<file path="src/rtl/vga_frame_reader.sv">
// vga_frame_reader: scans a SRC_W x SRC_H frame buffer into a scaled (x1/x2/x4), offset
// window of the VGA display, with border colour outside the window and a RAM_LAT-aware output pipeline.
module vga_frame_reader #(
    parameter int              AW      = 15,
    parameter int              DW      = 12,
    parameter int              SRC_W   = 160,
    parameter int              SRC_H   = 120,
    parameter int              DISP_W  = 640,
    parameter int              DISP_H  = 480,
    parameter int              RAM_LAT = 1,
    parameter logic [DW-1:0]   BORDER  = 12'h000
) (
    input  logic          clk,
    input  logic          rst,
    input  logic [9:0]    vga_posX,
    input  logic [9:0]    vga_posY,
    input  logic [1:0]    scale_sel,
    input  logic [9:0]    off_x,
    input  logic [9:0]    off_y,
    input  logic [DW-1:0] ram_data,
    output logic [AW-1:0] ram_addr,
    output logic [DW-1:0] pixel_out,
    output logic          in_window,
    output logic          frame_done
);
    localparam int            CW        = $clog2(SRC_W);
    localparam logic [AW-1:0] BLACK     = AW'(SRC_W * SRC_H);
    localparam logic [AW-1:0] LAST_ROW  = AW'((SRC_H - 1) * SRC_W);
    localparam logic [AW-1:0] ROW_STEP  = AW'(SRC_W);
    localparam logic [CW-1:0] LAST_COL  = CW'(SRC_W - 1);
    localparam logic [9:0]    XW        = 10'(DISP_W);
    localparam logic [9:0]    YH        = 10'(DISP_H);
    localparam logic [9:0]    XMAX      = 10'(DISP_W - 1);
    localparam logic [9:0]    YMAX      = 10'(DISP_H - 1);

    typedef enum logic [2:0] {IDLE, VPRE, LINE_WAIT, ACTIVE, LINE_DONE, VPOST} state_t;

    state_t          r_state, w_st, w_nstate;
    logic [1:0]      r_smax, r_subx, r_suby;
    logic [9:0]      r_offx, r_offy, r_prev_y;
    logic [CW-1:0]   r_col;
    logic [AW-1:0]   r_row, r_addr;
    logic            r_more, r_prev_zero, r_fd, r_inwin;
    logic [RAM_LAT:0] r_win;
    logic [DW-1:0]   r_pix;

    logic            w_fs, w_more, w_done, w_pix, w_end, w_lastr, w_xwrap, w_ywrap, w_adv, w_nmore;
    logic [1:0]      w_smax, w_subx, w_suby, w_nsubx, w_nsuby;
    logic [9:0]      w_offx, w_offy;
    logic [CW-1:0]   w_col, w_ncol;
    logic [AW-1:0]   w_row, w_nrow, w_addr;

    // The current position is resolved through every transition it can trigger this cycle,
    // so a window starting at X=0 or a line starting at posY change gets its pixel on time.
    always_comb begin
        w_fs    = (vga_posX == '0) && (vga_posY == '0) && !r_prev_zero;
        w_smax  = w_fs ? ((scale_sel == 2'd0) ? 2'd0 : (scale_sel == 2'd1) ? 2'd1 : 2'd3) : r_smax;
        w_offx  = w_fs ? off_x : r_offx;
        w_offy  = w_fs ? off_y : r_offy;
        w_col   = w_fs ? '0 : r_col;
        w_subx  = w_fs ? '0 : r_subx;
        w_suby  = w_fs ? '0 : r_suby;
        w_row   = w_fs ? '0 : r_row;
        w_more  = w_fs ? 1'b0 : r_more;
        w_st    = w_fs ? VPRE : r_state;
        w_done  = 1'b0;
        if (w_st == VPRE && w_offx < XW && w_offy < YH && vga_posY == w_offy)
            w_st = LINE_WAIT;
        if (w_st == LINE_DONE && vga_posY != r_prev_y) begin
            w_done = !w_more;
            w_st   = w_more ? LINE_WAIT : VPOST;
        end
        w_pix    = (w_st == ACTIVE) || (w_st == LINE_WAIT && vga_posX == w_offx);
        w_xwrap  = w_subx == w_smax;
        w_ywrap  = w_suby == w_smax;
        w_end    = w_pix && ((w_col == LAST_COL && w_xwrap) || vga_posX == XMAX);
        w_lastr  = (w_row == LAST_ROW && w_ywrap) || vga_posY == YMAX;
        w_adv    = w_end && !w_lastr;
        w_nstate = w_pix ? (w_end ? LINE_DONE : ACTIVE) : w_st;
        w_nsubx  = (!w_pix || w_end || w_xwrap) ? '0 : w_subx + 2'd1;
        w_ncol   = (!w_pix || w_end) ? '0 : w_col + CW'(w_xwrap);
        w_nsuby  = w_adv ? (w_ywrap ? '0 : w_suby + 2'd1) : w_suby;
        w_nrow   = (w_adv && w_ywrap) ? w_row + ROW_STEP : w_row;
        w_nmore  = w_end ? !w_lastr : w_more;
        w_addr   = w_pix ? w_row + AW'(w_col) : BLACK;
    end

    always_ff @(posedge clk or negedge rst) begin
        if (!rst)
            r_state <= IDLE;
        else
            r_state <= w_nstate;
    end

    always_ff @(posedge clk or negedge rst) begin
        if (!rst) begin
            r_smax      <= '0;
            r_offx      <= '0;
            r_offy      <= '0;
            r_col       <= '0;
            r_subx      <= '0;
            r_suby      <= '0;
            r_row       <= '0;
            r_more      <= 1'b0;
            r_prev_zero <= 1'b1;
            r_prev_y    <= '0;
            r_addr      <= BLACK;
            r_fd        <= 1'b0;
            r_win       <= '0;
            r_inwin     <= 1'b0;
            r_pix       <= BORDER;
        end else begin
            r_smax      <= w_smax;
            r_offx      <= w_offx;
            r_offy      <= w_offy;
            r_col       <= w_ncol;
            r_subx      <= w_nsubx;
            r_suby      <= w_nsuby;
            r_row       <= w_nrow;
            r_more      <= w_nmore;
            r_prev_zero <= (vga_posX == '0) && (vga_posY == '0);
            r_prev_y    <= vga_posY;
            r_addr      <= w_addr;
            r_fd        <= w_done;
            r_win       <= {r_win[RAM_LAT-1:0], w_pix};
            r_inwin     <= r_win[RAM_LAT];
            r_pix       <= r_win[RAM_LAT] ? ram_data : BORDER;
        end
    end

    assign ram_addr   = r_addr;
    assign pixel_out  = r_pix;
    assign in_window  = r_inwin;
    assign frame_done = r_fd;
endmodule

</file>
<file path="config.mk">
export PLATFORM = sky130hd
export DESIGN_NAME = vga_frame_reader
export DESIGN_NICKNAME = d
export VERILOG_FILES = /design/src/rtl/vga_frame_reader.sv
export SDC_FILE = /design/constraint.sdc
export NUM_CORES = 1
export LEC_CHECK = 0
export CORE_MARGIN = 4
export CORE_UTILIZATION = 40
export DETAILED_ROUTE_END_ITERATION = 7
export PLACE_DENSITY = 0.63
export SETUP_SLACK_MARGIN = 0.3
export SLEW_MARGIN = 10
export SYNTH_ARGS = -nofsm -noshare
export SYNTH_HDL_FRONTEND = slang
export SYNTH_SLANG_ARGS = --single-unit
</file>
<file path="constraint.sdc">
create_clock -name clk -period 4.8 [get_ports clk]
set_input_delay 0.96 -clock clk [delete_from_list [all_inputs] [get_ports clk]]
set_output_delay 0.96 -clock clk [all_outputs]
set_load 0.01 [all_outputs]
</file>
== Word-level counts from Yosys, hierarchy flattened ==
Cells that the tools add are included.
W data, S select, Z words.

* Output and inout bits: 29
* Input port bits: 56
* Flip-flop bits (word level): 95
* Logic and storage cells: 86

* Equal/unequal tests: 14
* Mux-type cells: 25
* Reductions and logical operators: 24
* Magnitude comparators: 2
* Add/sub/neg operators: 5

{| class="wikitable"
|+ Operator list
! cell !! number
|-
| $mux W15 || 3
|-
| $eq A10 B10 Y1 || 2
|-
| $logic_not A10 Y1 || 2
|-
| $mux W10 || 2
|-
| $mux W3 || 6
|-
| $mux W2 || 8
|-
| $mux W8 || 2
|-
| $add A15 B8 Y15 || 1
|-
| $add A15 B8 Y15 const B || 1
|-
| $eq A15 B15 Y1 const B || 1
|-
| $logic_and A1 B1 Y1 || 12
|-
| $mux W12 || 1
|-
| $eq A10 B10 Y1 const B || 1
|-
| $eq A10 B9 Y1 const B || 1
|-
| $lt A10 B10 Y1 const B || 1
|-
| $lt A10 B9 Y1 const B || 1
|-
| $ne A10 B10 Y1 || 1
|-
| $add A8 B1 Y8 || 1
|-
| $eq A8 B8 Y1 const B || 1
|-
| $eq A3 B2 Y1 const B || 2
|-
| $logic_or A1 B1 Y1 || 5
|-
| $add A2 B1 Y2 const B || 2
|-
| $eq A2 B2 Y1 || 2
|-
| $logic_not A1 Y1 || 4
|-
| other kinds (5) || 7
|}

== Logic depth before layout (Yosys ltp) ==
* Depth after elaboration: 19
* Mapped depth: 19
* Gate-level depth less buffers: 15

== Worst setup path before layout ==
No wires, ideal clock.

* Path kind: input to register
* Start: in vga_posY[2]
* End: reg r_addr[12], in the netlist ram_addr[12]
* Cell stages on the path: 19
* Buffers on the path: 4
* Arrival: 4.386 ns
* Slack: 0.296 ns
* Setup time: 0.118 ns
* Required time: 4.682 ns
* Cell sequence: buf_2 -> nor4_1 -> and4_1 -> nand2_2 -> buf_2 -> clkbuf_1 -> clkbuf_1 -> and2_1 -> ha_1 -> fa_1 -> a21o_1 -> a21o_1 -> a21o_1 -> a21oi_1 -> o21ai_0 -> and3_1 -> nand3_1 -> xor2_1 -> nor2_1

* Cells in the longest elaborated chain, start to end: 16
* Elaborated cells on any way between the ends: 29
* Those cells by class: add/sub (1); order compare (2); eq/ne (7); mux (10); reduce/logical (9)

{| class="wikitable"
|+ Ends and longest elaborated chain
! what !! RTL line !! RTL
|-
| start, declared || 16 || <nowiki>input logic [9:0] vga_posY,</nowiki>
|-
| $logic_not A10 Y1 || 56 || <nowiki>w_fs = (vga_posX == '0) && (vga_posY == '0) && !r_prev_zero;</nowiki>
|-
| $logic_and A1 B1 Y1 (2 in a row) || 56 ||
|-
| $mux W10 / $mux W3 (equally long branches) || 58, 65 ||
|-
| $lt A10 B10 Y1 / $eq A3 B1 Y1 (equally long branches) || 67 || <nowiki>if (w_st == VPRE && w_offx < XW && w_offy < YH && vga_posY == w_offy)</nowiki>
|-
| $logic_and A1 B1 Y1 (3 in a row) || 67 ||
|-
| $mux W3 || 67 ||
|-
| $eq A3 B3 Y1 || 69 || <nowiki>if (w_st == LINE_DONE && vga_posY != r_prev_y) begin</nowiki>
|-
| $logic_and A1 B1 Y1 || 69 ||
|-
| $mux W3 || 69 ||
|-
| $eq A3 B2 Y1 || 73 || <nowiki>w_pix = (w_st == ACTIVE) || (w_st == LINE_WAIT && vga_posX == w_offx);</nowiki>
|-
| $logic_and A1 B1 Y1 || 73 ||
|-
| $logic_or A1 B1 Y1 || 73 ||
|-
| $mux W15 (*) || 85 || <nowiki>w_addr = w_pix ? w_row + AW'(w_col) : BLACK;</nowiki>
|-
| net w_addr[12] || 51 || <nowiki>logic [AW-1:0] w_row, w_nrow, w_addr;</nowiki>
|-
| end signal, assigned || 123 || <nowiki>r_addr <= w_addr;</nowiki>
|-
| end, declared || 42 || <nowiki>logic [AW-1:0] r_row, r_addr;</nowiki>
|}

The timed path passes the listed nets; every way through them passes the cells marked *.

== Worst setup path in the final report ==
* Start: in vga_posX[7]
* End: reg r_addr[12], in the netlist ram_addr[12]

* Cells in the longest elaborated chain, start to end: 16
* Elaborated cells on any way between the ends: 28
* Those cells by class: add/sub (1); order compare (2); eq/ne (6); mux (10); reduce/logical (9)

{| class="wikitable"
|+ Ends and longest elaborated chain
! what !! RTL line !! RTL
|-
| start, declared || 15 || <nowiki>input logic [9:0] vga_posX,</nowiki>
|-
| $logic_not A10 Y1 || 56 ||
|-
| $logic_and A1 B1 Y1 (2 in a row) || 56 ||
|-
| $mux W10 / $mux W3 (equally long branches) || 58, 65 ||
|-
| $lt A10 B10 Y1 / $eq A3 B1 Y1 (equally long branches) || 67 ||
|-
| $logic_and A1 B1 Y1 (3 in a row) || 67 ||
|-
| $mux W3 || 67 ||
|-
| $eq A3 B3 Y1 || 69 ||
|-
| $logic_and A1 B1 Y1 || 69 ||
|-
| $mux W3 || 69 ||
|-
| $eq A3 B2 Y1 || 73 ||
|-
| $logic_and A1 B1 Y1 || 73 ||
|-
| $logic_or A1 B1 Y1 || 73 ||
|-
| $mux W15 (*) || 85 ||
|-
| net w_addr[12] || 51 ||
|}

Marks and branches as above.

==> reports/qor.yml <==
ys_ff_latch: 95
finalClockSkew_ps: 7.68
ys_async_sr_fraction_pct: 100
irDropWorstVdd_mv: 0.229
stdcell_count: 732
gp_congestion: 0.884
seq_power_share_pct: 49.1
pwr-share-comb_pct: 7.1
syn_inst: 476
post_cts_buffers: 0
diodes: 0
clk_latency_ps: 350
synth_area_per_cell_um2: 10.0
die_h_um: 117
hold_path_depth: 0
grt_pass1_vias: 3923
grt_max_degree: 74
syn2layout_area_growth_pct: 31.2
clk_path_buf_depth: 2
fill_cells: 1054
core_mm2: 0.0116
p_per_area_mw_per_mm2: 262
p_sw_uw: 371
cts_tree: "built"
synth-edff-count: 0
cts_buffers: 9
max_cap_violations: 0
worst_pin_slew_ps: 901
final_area_mm2: 0.00627
hold_path.class: "reg -> reg"
fmax_mhz: 235
dpl_cell_area_mm2: 0.00596
crit_required_ps: 5040
clk_pin_slew_ps: 60
setup_tns_ps: 0
wl_per_cell_um: 16.7
synthFlopType: "dfrtp_1"
hpwl_um: 9250
port_buffers: 84
ant_nets: 0
p_sw_share_pct: 22.6
cp.arrival_ps: 4500
p_leak_uw: 0.00292
synth_nets: 544
pwr-share-clk_pct: 43.8
worstRegToRegCells: 14
hold_viol: 0
start_kind: "primary input"
cts-root-buf: "clkbuf_16"
initial_core_util_pct: 41.4
critPathMaxFanout: 10
drt-initial-drc-count: 228
grt-ovfl-total: 0
fin_crit_sh_pct: 88.8
synthesis.area_mm2: 0.00478
setup-violations-final: 0
p_int_uw: 1270
hold_ws_ps: 355
io_pins: 85
htree_num_levels: 3
post-route-drc-count: 0
antenna_found_initial: 0
slew_headroom_pct: 39.9
final_util_pct: 54.2
grt_pass1_wl_um: 20600
path_class: "in -> reg"
placedCellCount: 716
routed-via-count: 3776
fin_crit_ps: 4260
routed_via_density: 5.16
num_rows: 39
synth-seq-area-share_pct: 49.8
yosysWarnings: 0
firstDrtPassIters: 5
drive_above_1_share_pct: 13.8
rsz0062_at_grt: "no"
die_x_um: 117
grt_use_total_pct: 18.6
outcome: "finished, final reports clean"
cts_sinks: 95
final-max-slew-violation-count: 0
wirelength_um: 12200
ys_types: 68
nNetsFinal: 652
crit_path_end_kind: "flop"
dieArea_mm2: 0.0138
==> Yosys cell counts, types with 2 or more instances <==
cell      count  area [um^2]
dfrtp_1      90         2250
nand2_1      50          188
nor2_1       34          128
and2_1       29          181
inv_1        25         93.8
xor2_1       23          201
xnor2_1      20          175
nand3_1      18         90.1
o21ai_0      16         80.1
a21oi_1      13         65.1
clkbuf_1     13         48.8
ha_1         11          138
nor4_1        9         56.3
a21o_1        8         60.1
nand4_1       8         50.1
nor3_1        8         40.0
nand2b_1      7         43.8
and3_1        6         37.5
dfstp_2       5          131
mux2_2        5         56.3
buf_2         4         20.0
nand4b_1      4         35.0
o31ai_1       4         30.0
a211oi_1      3         22.5
a222oi_1      3         30.0
a31o_2        3         26.3
mux2i_1       3         30.0
nor2b_1       3         18.8
o22ai_1       3         18.8
or3_1         3         18.8
or4_1         3         22.5
a221oi_1      2         17.5
a22oi_1       2         15.0
and4_1        2         17.5
nor4b_1       2         17.5
o211ai_1      2         15.0
==> cells by family after synthesis <==
| family | count (synthesis) | synth area share, % |
|---|---|---|
| DFF | 95 | 49.8 |
| and+or+nand+nor | 199 | 22.2 |
| AOI/OAI and AO/OA | 74 | 10.9 |
| adders and majority gates | 12 | 3.30 |
| xor gates and xnor gates | 43 | 7.87 |
| muxes | 9 | 2.12 |
| buffers and inverters | 44 | 3.79 |
==> power by group through the flow <==
stage | Sequential, uW | Clock, uW | Combinational (uW)
after detailed placement | 822 | 0 | 116
after CTS | 807 | 742 | 117
after global placement | 822 | 0 | 116
after floorplan | 822 | 0 | 23.5
after global routing | 807 | 774 | 128
final | 807 | 721 | 116
==> cells in the final DEF (no fill, tap or decap), types with 15 or more instances in the layout <==
| cell type | synthesis | routed |
|---|---|---|
| o21ai_0 | 16 | 15 |
| dfrtp_1 | 90 | 90 |
| and2_1 | 29 | 29 |
| xnor2_1 | 20 | 20 |
| inv_1 | 25 | 25 |
| buf_4 | 1 | 33 |
| xor2_1 | 23 | 23 |
| nor2_1 | 34 | 34 |
| clkdlybuf4s50_1 | 0 | 83 |
| nand2_1 | 50 | 50 |
| nand3_1 | 18 | 18 |
==> path summary, 6_finish.rpt <==
kind | startpoint | end | slack (ps)
max | vga_posX[7] | ram_addr[12]$_DFF_PN0_ | 540
min | r_win[0]$_DFF_PN0_ | r_win[1]$_DFF_PN0_ | 350
max reg2reg | r_prev_zero$_DFF_PN1_ | ram_addr[12]$_DFF_PN0_ | 1770
min reg2reg | r_win[0]$_DFF_PN0_ | r_win[1]$_DFF_PN0_ | 350
max in group asynchronous | rst | r_prev_y[4]$_DFF_PN0_ | 3210
min in group asynchronous | rst | r_row[13]$_DFF_PN0_ | 750
==> per-stage QoR <==
step                      setup slack, ps  total power [uW]
final                                 538              1640
after global routing                  324              1710
after CTS                             405              1670
after detailed placement             67.9               939
after global placement               87.5               938
after floorplan                       302               846
==> layer usage <==
layer	global-route usage [%]	up-vias	share of wire (%)
met1	26.6	1822	49
met2	28.3	80	46
li1	-	1867	-
met5	0	-	0
met4	3.89	0	0.90
met3	5.39	7	5.0
==> worst max-delay path: stages <==
cell	delay (ps)
clkdlybuf4s50_1	420
or4_4	560
nor2_2	130
nand2_2	150
and2_1	210
ha_1	220
fa_1	400
a21o_1	170
a21o_1	200
a21o_1	190
a21oi_2	170
o21ai_1	120
and3_1	250
nand3_1	110
xor2_1	160
nor2_1	50
==> flip-flops by register name (all words and copies together) (netlist names) <==
register	cells
r_suby	2
r_prev_y	10
in_window	1
r_subx	2
r_offy	10
r_state	3
r_col	8
r_row	15
r_win	2
r_smax	2
r_offx	10
pixel_out	12
r_more	1
ram_addr	15
frame_done	1
r_prev_zero	1
==> area by class of cell <==
class | count | area (um^2) | share of cell area (%)
Clock buffer | 9 | 225 | 3.59
Sequential cell | 95 | 2380 | 38.0
Timing Repair Buffer | 116 | 1080 | 17.2
Clock inverter | 7 | 71.3 | 1.14
Inverter | 25 | 93.8 | 1.50
Tap cell | 143 | 179 | 2.85
Multi-Input combinational cell | 337 | 2240 | 35.7
==> what timing repair did <==
item                                    4_1_cts  5_1_grt
gates resized for setup                       0        5
endpoints found under the setup margin        0        3
hold buffers                                  0        0
No activity file was read; power rests on OpenSTA's default activity.
